--- src/rtl/icache_direct_mapped_if.sv ---
// icache_direct_mapped_if: fetch-port, memory-port and counter signals of the instruction cache
interface icache_direct_mapped_if #(parameter int W = 32);
  logic         imemREN;
  logic [W-1:0] imemaddr;
  logic         ihit;
  logic [W-1:0] imemload;
  logic         iREN;
  logic [W-1:0] iaddr;
  logic         iwait;
  logic [W-1:0] iload;
  logic [W-1:0] hit_count;
  logic [W-1:0] miss_count;
  modport slave (
    input  imemREN, imemaddr, iwait, iload,
    output ihit, imemload, iREN, iaddr, hit_count, miss_count
  );
  modport master (
    output imemREN, imemaddr, iwait, iload,
    input  ihit, imemload, iREN, iaddr, hit_count, miss_count
  );
endinterface

--- src/rtl/icache_direct_mapped.sv ---
// icache_direct_mapped: direct-mapped single-word-frame instruction cache with miss FSM and perf counters
module icache_direct_mapped #(
  parameter int SETS   = 16,
  parameter int WORD_W = 32
) (
  input logic                    CLK,
  input logic                    nRST,
  icache_direct_mapped_if.slave  bus
);
  localparam int IDX_W = $clog2(SETS);
  localparam int TAG_W = WORD_W - IDX_W - 2;
  typedef enum logic {IDLE, FETCH} state_t;
  state_t              state_q, state_d;
  logic [SETS-1:0]     valid_q;
  logic [TAG_W-1:0]    tag_q  [SETS];
  logic [WORD_W-1:0]   data_q [SETS];
  logic [WORD_W-1:0]   miss_addr_q, hit_cnt_q, miss_cnt_q;
  logic [IDX_W-1:0]    idx, fidx;
  logic [TAG_W-1:0]    tag, ftag;
  logic                hit, miss, fill;
  assign idx  = bus.imemaddr[IDX_W+1:2];
  assign tag  = bus.imemaddr[WORD_W-1:IDX_W+2];
  assign fidx = miss_addr_q[IDX_W+1:2];
  assign ftag = miss_addr_q[WORD_W-1:IDX_W+2];
  assign bus.hit_count  = hit_cnt_q;
  assign bus.miss_count = miss_cnt_q;
  // lookup in IDLE, memory request in FETCH; fill completes on the first edge with iwait low
  always_comb begin
    state_d      = state_q;
    hit          = 1'b0;
    miss         = 1'b0;
    fill         = 1'b0;
    bus.iREN     = 1'b0;
    bus.iaddr    = '0;
    bus.ihit     = 1'b0;
    bus.imemload = '0;
    if (state_q == IDLE) begin
      hit          = bus.imemREN & valid_q[idx] & (tag_q[idx] == tag);
      miss         = bus.imemREN & ~hit;
      bus.ihit     = hit;
      bus.imemload = hit ? data_q[idx] : '0;
      state_d      = miss ? FETCH : IDLE;
    end else begin
      bus.iREN  = 1'b1;
      bus.iaddr = miss_addr_q;
      fill      = ~bus.iwait;
      state_d   = bus.iwait ? FETCH : IDLE;
    end
  end
  // state, frame array, latched miss address and saturating counters
  always_ff @(posedge CLK or negedge nRST) begin
    if (!nRST) begin
      state_q     <= IDLE;
      valid_q     <= '0;
      miss_addr_q <= '0;
      hit_cnt_q   <= '0;
      miss_cnt_q  <= '0;
      for (int i = 0; i < SETS; i++) begin
        tag_q[i]  <= '0;
        data_q[i] <= '0;
      end
    end else begin
      state_q <= state_d;
      if (miss) miss_addr_q <= {bus.imemaddr[WORD_W-1:2], 2'b00};
      if (miss && miss_cnt_q != '1) miss_cnt_q <= miss_cnt_q + 1'b1;
      if (hit && hit_cnt_q != '1) hit_cnt_q <= hit_cnt_q + 1'b1;
      if (fill) begin
        valid_q[fidx] <= 1'b1;
        tag_q[fidx]   <= ftag;
        data_q[fidx]  <= bus.iload;
      end
    end
  end
endmodule

--- src/flat_wrapper.sv ---
// flat-port wrapper written by rule: the top's interface ports become plain ports
module icache_direct_mapped_flat 
#(
  parameter int SETS   = 16,
  parameter int WORD_W = 32
)
  (CLK, nRST, bus_imemREN, bus_imemaddr, bus_iwait, bus_iload, bus_ihit, bus_imemload, bus_iREN, bus_iaddr, bus_hit_count, bus_miss_count);
  icache_direct_mapped_if bus_i ();
  input logic CLK;
  input logic nRST;
  input wire logic [$bits(bus_i.imemREN)-1:0] bus_imemREN;
  input wire logic [$bits(bus_i.imemaddr)-1:0] bus_imemaddr;
  input wire logic [$bits(bus_i.iwait)-1:0] bus_iwait;
  input wire logic [$bits(bus_i.iload)-1:0] bus_iload;
  output wire logic [$bits(bus_i.ihit)-1:0] bus_ihit;
  output wire logic [$bits(bus_i.imemload)-1:0] bus_imemload;
  output wire logic [$bits(bus_i.iREN)-1:0] bus_iREN;
  output wire logic [$bits(bus_i.iaddr)-1:0] bus_iaddr;
  output wire logic [$bits(bus_i.hit_count)-1:0] bus_hit_count;
  output wire logic [$bits(bus_i.miss_count)-1:0] bus_miss_count;
  assign bus_i.imemREN = bus_imemREN;
  assign bus_i.imemaddr = bus_imemaddr;
  assign bus_i.iwait = bus_iwait;
  assign bus_i.iload = bus_iload;
  assign bus_ihit = bus_i.ihit;
  assign bus_imemload = bus_i.imemload;
  assign bus_iREN = bus_i.iREN;
  assign bus_iaddr = bus_i.iaddr;
  assign bus_hit_count = bus_i.hit_count;
  assign bus_miss_count = bus_i.miss_count;
  icache_direct_mapped #(.SETS(SETS), .WORD_W(WORD_W)) u_core (.CLK(CLK), .nRST(nRST), .bus(bus_i));
endmodule
--- config.mk ---
export PLATFORM = sky130hd
export DESIGN_NAME = icache_direct_mapped_flat
export DESIGN_NICKNAME = d
export VERILOG_FILES = /design/src/rtl/icache_direct_mapped_if.sv /design/src/rtl/icache_direct_mapped.sv /design/src/flat_wrapper.sv
export SDC_FILE = /design/constraint.sdc
export NUM_CORES = 1
export LEC_CHECK = 0
export BUFFER_PORTS_ARGS = -buffer_cell sky130_fd_sc_hd__buf_2
export CORE_MARGIN = 2
export CORE_UTILIZATION = 25
export CTS_CLUSTER_SIZE = 10
export DETAILED_ROUTE_END_ITERATION = 10
export SETUP_SLACK_MARGIN = 0.3
export SYNTH_ARGS = -nofsm -noshare
export SYNTH_HDL_FRONTEND = slang
export SYNTH_SLANG_ARGS = --single-unit
--- constraint.sdc ---
create_clock -name CLK -period 7.26 [get_ports CLK]
set_input_delay 1.089 -clock CLK [delete_from_list [all_inputs] [get_ports CLK]]
set_output_delay 1.089 -clock CLK [all_outputs]
set_load 0.05 [all_outputs]
==> metrics.yaml, run 1 <==
global_route:
  grt_max_degree: 140
  track_usage_pct: 13.1
  grt_antenna_before_repair: 20
  grt_pass1_vias: 28500
  grt_pass1_wl_microns: 191000
  gr-total-overflow: 0
cells_and_area:
  final_common_cell: "dfrtp_1"
  area_growth_syn_to_layout_pct: 15.5
  fin_nets: 3276
  drive_gt1_share_pct: 50.3
  layout_common_cells: "dfrtp_1, mux2_2, mux4_2"
clocking:
  post_cts_resized: 0
  clock_latency_ns: 0.75
  cts_max_level: 3
  clkTransAtPathRegs_ns: 0.06
  postCtsSetupRepairBufs: 0
  cts_hold_buf: 0
  cts_buffers: 119
  clock_path_buffers: 3
  cts.sinks: 1039
  cts.root.buffer_cell: "clkbuf_16"
  cts_tree: "yes"
route:
  viasPerCell: 4.70
  dr_total_vias: 27000
  wl_microns: 127000
  antenna_left: 0
  wl_per_cell_microns: 22.1
  drc: 0
  first_iter_violations: 1579
  first_pass_iters: 5
timing:
  skew_ns: 0.0404
  finalCritPeriodShare_pct: 88.2
  slew_viol_final: 0
  slew_headroom_pct: 22.4
  hold_viol_final: 0
  tns_ns: 0
  worst_pin_slew_ns: 1.16
  rsz0062_at_grt: "no"
  setup_viol: 0
  max_freq_mhz: 156
  period_needed_ns: 6.40
  final.setup.worst_slack_ns: 0.858
  whs_ns: 0.387
synthesis:
  synth_cell_types: 53
  synth-async-reset-ratio_pct: 100
  avgSynthCellArea_sq_um: 15.3
  ys_seq_elements: 1039
  synthCells: 3090
  ys_seq_area_share_pct: 54.9
  netlist_area_sq_um: 47400
  synth_warnings: 0
  synth_ff_type: "dfrtp_1"
  synth_edf_count: 0
floorplanning:
  die_y_microns: 439
  ios: 198
  die_x_microns: 439
  rows: 159
  initial_utilization_pct: 25.2
  dieArea_sq_um: 193000
  coreArea_sq_um: 188000
worst_setup_path:
  start_kind: "primary input"
  critPathCaptureType: "output pin"
  crit_type: "in -> out"
  crit_fanout: 66
  cp_data_required_time_ns: 6.17
  slowest_delay_ns: 0.84
  crit_arrival_ns: 5.31
  cp_slowest_cell: "or4_4"
  crit_chain: "buf_8, buf_4, mux4_2, mux2i_1, xor2_1, o22ai_1, a221oi_1, nand4_1, or4_4, nor2b_1, buf_2"
power_and_ir_drop:
  ir_drop_mv: 0.219
  p_leak_nw: 24.4
  power_w: 0.0196
  p_per_area_nw_per_um2: 358
status:
  status: "complete, no violations"
place:
  dp_slack_ns: 0.833
  portBuffers: 193
  hpwl_microns: 73000
  globalplace.congestion: 0.745
worst_hold_path:
  hold_path_class: "in -> async"
run:
  timing.max_cap.violations: 0
registers in the layout (all words and copies together), names as in the netlist:
name	count
u_core.data_q	512
u_core.bus.hit_count	32
u_core.miss_addr_q	30
u_core.tag_q	416
u_core.bus.miss_count	32
u_core.state_q	1
u_core.valid_q	16
where the power goes:
group / leakage (nW) / switching (W) / internal (W)
Clock: 1.64 / 0.00234 / 0.00310
Sequential: 13.4 / 0.00127 / 0.00814
Combinational: 9.42 / 0.00177 / 0.00298
area by class of cell:
| class | count | area, sq um |
|---|---|---|
| timing repair buffer | 251 | 1730 |
| clock buffer | 142 | 3180 |
| multi-input combinational | 1779 | 20400 |
| clock inverter | 12 | 188 |
| sequential | 1039 | 26000 |
| tap | 2495 | 3120 |
| antenna | 7 | 17.5 |
| inverter | 16 | 62.6 |
| fill | 18700 | 133000 |
stage by stage:
step,instances,utilization [%],area [sq um]
after global routing,5736,29.1,54700
after detailed placement,5580,27.3,51300
final,5741,29.1,54700
after CTS,5734,29.1,54700
after global placement,5580,27.3,51300
after floorplan,3091,-,47400
final timing paths:
check                                   from  cells past startpoint                  endpoint  slack [ns]
max reg2reg                  u_core.tag_q[5]                     10  u_core.bus.hit_count[20]        2.85
max                          bus_imemaddr[2]                     11          bus_imemload[10]        0.86
max in group asynchronous               nRST                      3        u_core.data_q[229]        5.09
min in group CLK           u_core.valid_q[8]                      1         u_core.valid_q[8]        0.46
min reg2reg                u_core.valid_q[8]                      1         u_core.valid_q[8]        0.46
min                                     nRST                      1        u_core.data_q[273]        0.39
synthesized netlist by cell type, drive strengths merged (13+ instances only):
master,n,area [sq um]
nand3,39,195
a22oi,17,128
nor2b,44,275
clkbuf,140,526
and3,19,119
nand4,18,113
nand2b,13,81.3
nor2,26,97.6
nor3,42,210
and2,30,188
mux2,960,10800
xnor2,19,166
mux4,246,5540
o21ai,17,85.1
inv,15,56.3
xor2,70,613
buf,117,527
nand2,54,203
mux2i,75,751
nor4,20,150
dfrtp,1039,26000
kinds of logic (layout without fill, tap and decap cells):
| group | Yosys count | count (layout) | synth area share (%) |
|---|---|---|---|
| adders and majority gates | 2 | 2 | 0.0528 |
| AOI/OAI and AO/OA | 71 | 71 | 1.06 |
| xor gates and xnor gates | 89 | 89 | 1.65 |
| other | 1 | 9 | 0.00792 |
| DFF | 1039 | 1039 | 54.9 |
| buffers and inverters | 273 | 421 | 2.35 |
| and+or+nand+nor | 334 | 334 | 3.89 |
| muxes | 1281 | 1281 | 36.1 |
routing by layer:
layer / vias to the layer above / global-route usage, % / wire length (microns) / part of all wire, %
li1: 11600 / - / - / -
met1: 14700 / 16.7 / 54500 / 43
met2: 457 / 22.5 / 64000 / 50
met3: 184 / 2.74 / 5760 / 4.5
met4: 12 / 3.47 / 2710 / 2.1
met5: - / 0 / 66 / 0.052
critical path: cells and delay by family:
family,cells,cell delay (ns)
and+or+nand+nor,3,1.31
muxes,2,0.81
AOI/OAI and AO/OA,2,0.40
buffers and inverters,3,1.26
xor gates and xnor gates,1,0.27
Note: power is estimated with default switching activity, not from simulation.
==> run 2, diff against run 1 <==
==> constraint.sdc (replaced) <==
create_clock -name CLK -period 7.26 [get_ports CLK]
set_input_delay 1.452 -clock CLK [delete_from_list [all_inputs] [get_ports CLK]]
set_output_delay 1.452 -clock CLK [all_outputs]
set_load 0.05 [all_outputs]
==> metrics.yaml, run 2 (synthesized netlist as in run 1, its figures left out) <==
clocking:
  cts_max_level: 3  # unchanged
  postCtsSetupRepairBufs: 0  # unchanged
  cts.root.buffer_cell: "clkbuf_16"  # unchanged
  cts.sinks: 1039  # unchanged
  cts_tree: "yes"  # unchanged
  clkTransAtPathRegs_ns: 0.06  # about the same
  cts_buffers: 120  # was 119
  clock_path_buffers: 3  # unchanged
  cts_hold_buf: 0  # unchanged
  clock_latency_ns: 0.76  # was 0.75 ns
global_route:
  grt_max_degree: 186  # was 140
  grt_antenna_before_repair: 21  # was 20
  grt_pass1_vias: 29000  # was 28500
  track_usage_pct: 13.2  # was 13.1%
  gr-total-overflow: 0  # unchanged
  grt_pass1_wl_microns: 192000  # was 191000 microns
worst_setup_path:
  crit_fanout: 64  # was 66
  rr_startpoint: "u_core.tag_q[114]"  # was u_core.tag_q[5]
  critPathCaptureType: "output pin"  # unchanged
  crit_arrival_ns: 5.26  # was 5.31 ns
  cp_data_required_time_ns: 5.81  # was 6.17 ns
  startpoint: "bus_imemaddr[5]"  # was bus_imemaddr[2]
  start_kind: "primary input"  # unchanged
  crit_type: "in -> out"  # unchanged
power_and_ir_drop:
  switching_share_pct: 27.6  # was 27.5%
  internal-power_w: 0.0143  # was 0.0142 W
  p_per_area_nw_per_um2: 358  # about the same
  comb_power_share_pct: 24.1  # was 24.2%
  clockPowerShare_pct: 28.0  # was 27.8%
  ir_drop_mv: 0.216  # was 0.219 mV
  power_switching_w: 0.00543  # was 0.00539 W
  p_leak_nw: 24.5  # was 24.4 nW
  sequentialPowerShare_pct: 47.8  # was 48.0%
cells_and_area:
  top_register: "u_core.data_q"  # unchanged
  fillers: 18700  # about the same
  fin_cells: 5750  # was 5741
  drive_gt1_share_pct: 50.3  # about the same
  area_growth_syn_to_layout_pct: 15.9  # was 15.5%
  final_common_cell: "dfrtp_1"  # unchanged
  reg_top3: "u_core.data_q: 512 flops, u_core.tag_q: 416 flops"  # unchanged
  multi_input_area_sq_um: 20400  # about the same
  layout_common_cells: "dfrtp_1, mux2_2, mux4_2"  # unchanged
  fin_nets: 3281  # was 3276
  largest_reg_flops: 512  # unchanged
  seqCellArea_sq_um: 26000  # unchanged
worst_hold_path:
  hold_path_class: "reg -> reg"  # was in -> async
  hold_start: "u_core.valid_q[8]"
floorplanning:
  die_y_microns: 439  # unchanged
  initial_utilization_pct: 25.2  # unchanged
  die_x_microns: 439  # unchanged
  dieArea_sq_um: 193000  # unchanged
  rows: 159  # unchanged
  ios: 198  # unchanged
  coreArea_sq_um: 188000  # unchanged
place:
  hpwl_microns: 73300  # was 73000 microns
  portBuffers: 193  # unchanged
  dp.cells: 5584  # was 5580
  globalplace.congestion: 0.747  # was 0.745
timing:
  rsz0062_at_grt: "no"  # unchanged
  tns_ns: 0  # unchanged
  hold_viol_final: 0  # unchanged
  max_freq_mhz: 149  # was 156 MHz
  skew_ns: 0.0534  # was 0.0404 ns
  slew_viol_final: 0  # unchanged
  worst_pin_slew_ns: 1.18  # was 1.16 ns
  slew_headroom_pct: 21.1  # was 22.4%
  finalCritPeriodShare_pct: 92.4  # was 88.2%
  setup_viol: 0  # unchanged
  period_needed_ns: 6.71  # was 6.40 ns
route:
  dr_total_vias: 27000  # about the same
  wl_met2_microns: 63600  # was 64000 microns
  first_iter_violations: 1457  # was 1579
  routedLengthMet1_microns: 54100  # was 54500 microns
  wl_microns: 127000  # about the same
  first_pass_iters: 5  # unchanged
  antenna_left: 0  # unchanged
  wl_met3_microns: 5390  # was 5760 microns
  viasPerCell: 4.69  # was 4.70
  drc: 0  # unchanged
  top_layer: "met5"  # unchanged
  wl_per_cell_microns: 22.0  # was 22.1 microns
run:
  timing.max_cap.violations: 0  # unchanged
status:
  status: "complete, no violations"  # unchanged
==> run 2: cell count changes in the layout (fill, tap and decap cells not counted), moves of 2 or more <==
cell       change
clkbuf_16      -2
buf_2          -5
clkbuf_1       +8
diode_2        -5
inv_16         +2
buf_12         +8
==> run 2: critical path, stage by stage <==
cell and delay, ns:
clkbuf_4 0.28, buf_4 0.27, inv_4 0.31, mux4_2 0.58, xnor2_1 0.26, nand4_1 0.13
or4_1 0.66, or4_4 0.54, buf_12 0.20, nor2b_1 0.18, buf_2 0.28
==> run 2: path summary, 6_finish.rpt <==
kind / endpoint / slack (ns) / depth (start not counted)
max: bus_imemload[18] / 0.55 / 11
min: u_core.valid_q[8] / 0.46 / 1
max reg2reg: u_core.bus.hit_count[20] / 3.30 / 9
min reg2reg: u_core.valid_q[8] / 0.46 / 1
max in group asynchronous: u_core.bus.miss_count[28] / 4.76 / 3
min in group asynchronous: u_core.data_q[305] / 0.71 / 1
==> run 2: per-stage QoR <==
stage / util [%] / setup WS [ns] / instance area [sq um] / hold WS [ns] / total power (W)
floorplan: - / 0.864 / 47400 / 0.429 / 0.0129
global placement: 27.4 / 0.219 / 51400 / 0.444 / 0.0141
detailed placement: 27.4 / 0.261 / 51400 / 0.447 / 0.0143
CTS: 29.2 / 0.383 / 54900 / 0.464 / 0.0199
global route: 29.2 / 0.355 / 54900 / 0.481 / 0.0208
finish: 29.2 / 0.550 / 54900 / 0.464 / 0.0197
==> run 2: routing by layer <==
layer / track usage, % / vias to the layer above
li1: - / 11600
met4: 3.84 / 10
met3: 2.58 / 214
met2: 22.7 / 487
met5: 0 / -
met1: 16.6 / 14600
==> run 2: cell type report <==
class / count / area share (%)
Tap cell: 2495 / 5.69
Timing Repair Buffer: 255 / 3.39
Multi-Input combinational cell: 1779 / 37.2
Sequential cell: 1039 / 47.4
Antenna cell: 2 / 0.00912
Inverter: 16 / 0.114
Clock inverter: 16 / 0.517
Clock buffer: 148 / 5.75
==> run 2: what timing repair did <==
| item | in CTS | in global routing |
|---|---|---|
| setup endpoints to repair | 20 | 32 |
| pin swaps | 0 | 0 |
| gates resized for setup | 1 | 4 |
==> run 2: power groups by stage <==
stage          clock network (W)  logic [W]  registers, W
5_1_grt                  0.00592    0.00515       0.00972
3_3_place_gp                   0    0.00469       0.00936
6_report                 0.00552    0.00475       0.00942
2_1_floorplan                  0    0.00381       0.00909
4_1_cts                  0.00570    0.00483       0.00940
3_5_place_dp                   0    0.00482       0.00949
==> run 3, diff against run 2 <==
CELL_PAD_IN_SITES_DETAIL_PLACEMENT = 1   (was default)
CELL_PAD_IN_SITES_GLOBAL_PLACEMENT = 1   (was default)
PLACE_DENSITY_LB_ADDON = 0.1   (was default)
==> metrics.yaml, run 3 (synthesized netlist as in run 1, its figures left out) <==
worst_setup_path:
  crit_type: "in -> out"  # unchanged
  start_kind: "primary input"  # unchanged
  r2r_cells: 10  # was 9
  crit_chain: "clkbuf_8, mux4_2, mux4_2, xnor2_1, nand4_1, or4_1, or4_4, buf_12, nor2b_1, buf_2"  # was clkbuf_4, buf_4, inv_4, mux4_2, xnor2_1, nand4_1, or4_1, or4_4, buf_12, nor2b_1, buf_2
  crit_arrival_ns: 5.34  # was 5.26 ns
  cp_data_required_time_ns: 5.81  # about the same
  crit_fanout: 34  # was 64
  slowest_delay_ns: 0.68  # was 0.66 ns
  cp_slowest_cell: "or4_1"  # unchanged
  critPathCaptureType: "output pin"  # unchanged
  critical_path.most_common_cell: "mux4_2"
global_route:
  grt_pass1_vias: 32300  # was 29000
  track_usage_pct: 16.1  # was 13.2%
  grt_pass1_wl_microns: 228000  # was 192000 microns
  gr-total-overflow: 0  # unchanged
  grt_max_degree: 165  # was 186
  grt_antenna_before_repair: 15  # was 21
power_and_ir_drop:
  p_leak_nw: 25.1  # was 24.5 nW
  power_w: 0.0209  # was 0.0197 W
  p_per_area_nw_per_um2: 374  # was 358 nW/um^2
  ir_drop_mv: 0.252  # was 0.216 mV
cells_and_area:
  final_util_pct: 29.8  # was 29.2%
  seqCellArea_sq_um: 26000  # unchanged
  reg_top3: "u_core.data_q: 512 flops, u_core.tag_q: 416 flops"  # unchanged
  final_common_cell: "dfrtp_1"  # unchanged
  fin_cells: 5834  # was 5750
  drive_gt1_share_pct: 51.1  # was 50.3%
  fillers: 19500  # was 18700
  fin_nets: 3317  # was 3281
  layout_common_cells: "dfrtp_1, mux2_2, mux4_2"  # unchanged
  largest_reg_flops: 512  # unchanged
  area_growth_syn_to_layout_pct: 18.3  # was 15.9%
  multi_input_area_sq_um: 20400  # about the same
  top_register: "u_core.data_q"  # unchanged
timing:
  slew_viol_final: 0  # unchanged
  period_needed_ns: 6.79  # was 6.71 ns
  worst_pin_slew_ns: 1.14  # was 1.18 ns
  hold_viol_final: 0  # unchanged
  rsz0062_at_grt: "no"  # unchanged
  tns_ns: 0  # unchanged
  slew_headroom_pct: 24.3  # was 21.1%
  setup_viol: 0  # unchanged
  skew_ns: 0.0313  # was 0.0534 ns
  finalCritPeriodShare_pct: 93.6  # was 92.4%
  max_freq_mhz: 147  # was 149 MHz
  final.setup.worst_slack_ns: 0.467  # was 0.550 ns
floorplanning:
  rows: 159  # unchanged
  dieArea_sq_um: 193000  # unchanged
  initial_utilization_pct: 25.2  # unchanged
  die_x_microns: 439  # unchanged
  ios: 198  # unchanged
  coreArea_sq_um: 188000  # unchanged
  die_y_microns: 439  # unchanged
place:
  globalplace.congestion: 0.733  # was 0.747
  dp_slack_ns: 0.302  # was 0.261 ns
  portBuffers: 193  # unchanged
  hpwl_microns: 90300  # was 73300 microns
  dp.cells: 5602  # was 5584
clocking:
  clkTransAtPathRegs_ns: 0.05  # was 0.06 ns
  cts.root.buffer_cell: "clkbuf_16"  # unchanged
  clock_latency_ns: 0.78  # was 0.76 ns
  cts_tree: "yes"  # unchanged
  cts.sinks: 1039  # unchanged
  cts_max_level: 4  # was 3
  clock_path_buffers: 3  # unchanged
  cts_buffers: 137  # was 120
route:
  first_iter_violations: 1193  # was 1457
  drc: 0  # unchanged
  first_pass_iters: 4  # was 5
  wl_per_cell_microns: 26.4  # was 22.0 microns
  wl_microns: 154000  # was 127000 microns
  antenna_left: 0  # unchanged
  dr_total_vias: 27800  # was 27000
  viasPerCell: 4.77  # was 4.69
status:
  status: "complete, no violations"  # unchanged
worst_hold_path:
  min_delay_path_depth: 1  # unchanged
  hold_path_class: "reg -> reg"  # unchanged
run:
  timing.max_cap.violations: 0  # unchanged
[run 3: cell count changes in the layout (fill, tap and decap cells not counted), sizes merged]
cell / previous run / this run
clkbuf: 149 / 201
buf: 254 / 272
diode: 2 / 3
inv: 19 / 23
clkinvlp: 2 / 1
clkinv: 8 / 18
[run 3: worst max-delay path, delay by kind of cell]
family | cells | cell delay (ns)
buf+inv | 3 | 0.87
mux | 2 | 1.05
xor+xnor | 1 | 0.33
simple gates | 4 | 1.56
[run 3: layer usage]
metal	up-vias	global-route usage, %	share of wire (%)
li1	11700	-	-
met1	15400	20.2	43
met2	460	28.1	51
met3	257	2.53	3.0
met4	6	5.50	3.2
met5	-	0	0.023
[run 3: cell type report]
cell class                      count  area share, %
Clock inverter                     29          0.639
Sequential cell                  1039           46.4
Timing Repair Buffer              274           3.87
Tap cell                         2495           5.57
Clock buffer                      199           6.98
Multi-Input combinational cell   1779           36.4
Antenna cell                        3         0.0134
Inverter                           16          0.112
[run 3: timing repair]
action	in CTS	in global routing
hold endpoints to repair	0	0
gates cloned	0	1
endpoints found under the setup margin	4	33
resized for setup	1	3
setup buffers	0	0
hold buffers	0	0
[run 3: worst paths after layout]
check	start	to	slack, ns
min reg2reg	u_core.valid_q[5]	u_core.valid_q[5]	0.46
min	u_core.valid_q[5]	u_core.valid_q[5]	0.46
max reg2reg	u_core.tag_q[12]	u_core.bus.hit_count[30]	2.92
max in group asynchronous	nRST	u_core.data_q[457]	4.99
max	bus_imemaddr[3]	bus_imemload[26]	0.47
min in group asynchronous	nRST	u_core.tag_q[146]	0.72
[run 3: power by group]
group / switching [W] / internal, W / total (W)
combinational: 0.00196 / 0.00300 / 0.00496
sequential: 0.00136 / 0.00815 / 0.00950
clock: 0.00263 / 0.00384 / 0.00647
total: 0.00595 / 0.0150 / 0.0209
[run 3: metrics by stage]
stage	instance area (sq um)	hold WS, ns
finish	56000	0.464
floorplan	47400	0.429
global placement	51700	0.444
global route	56000	0.491
CTS	56000	0.468
detailed placement	51700	0.451
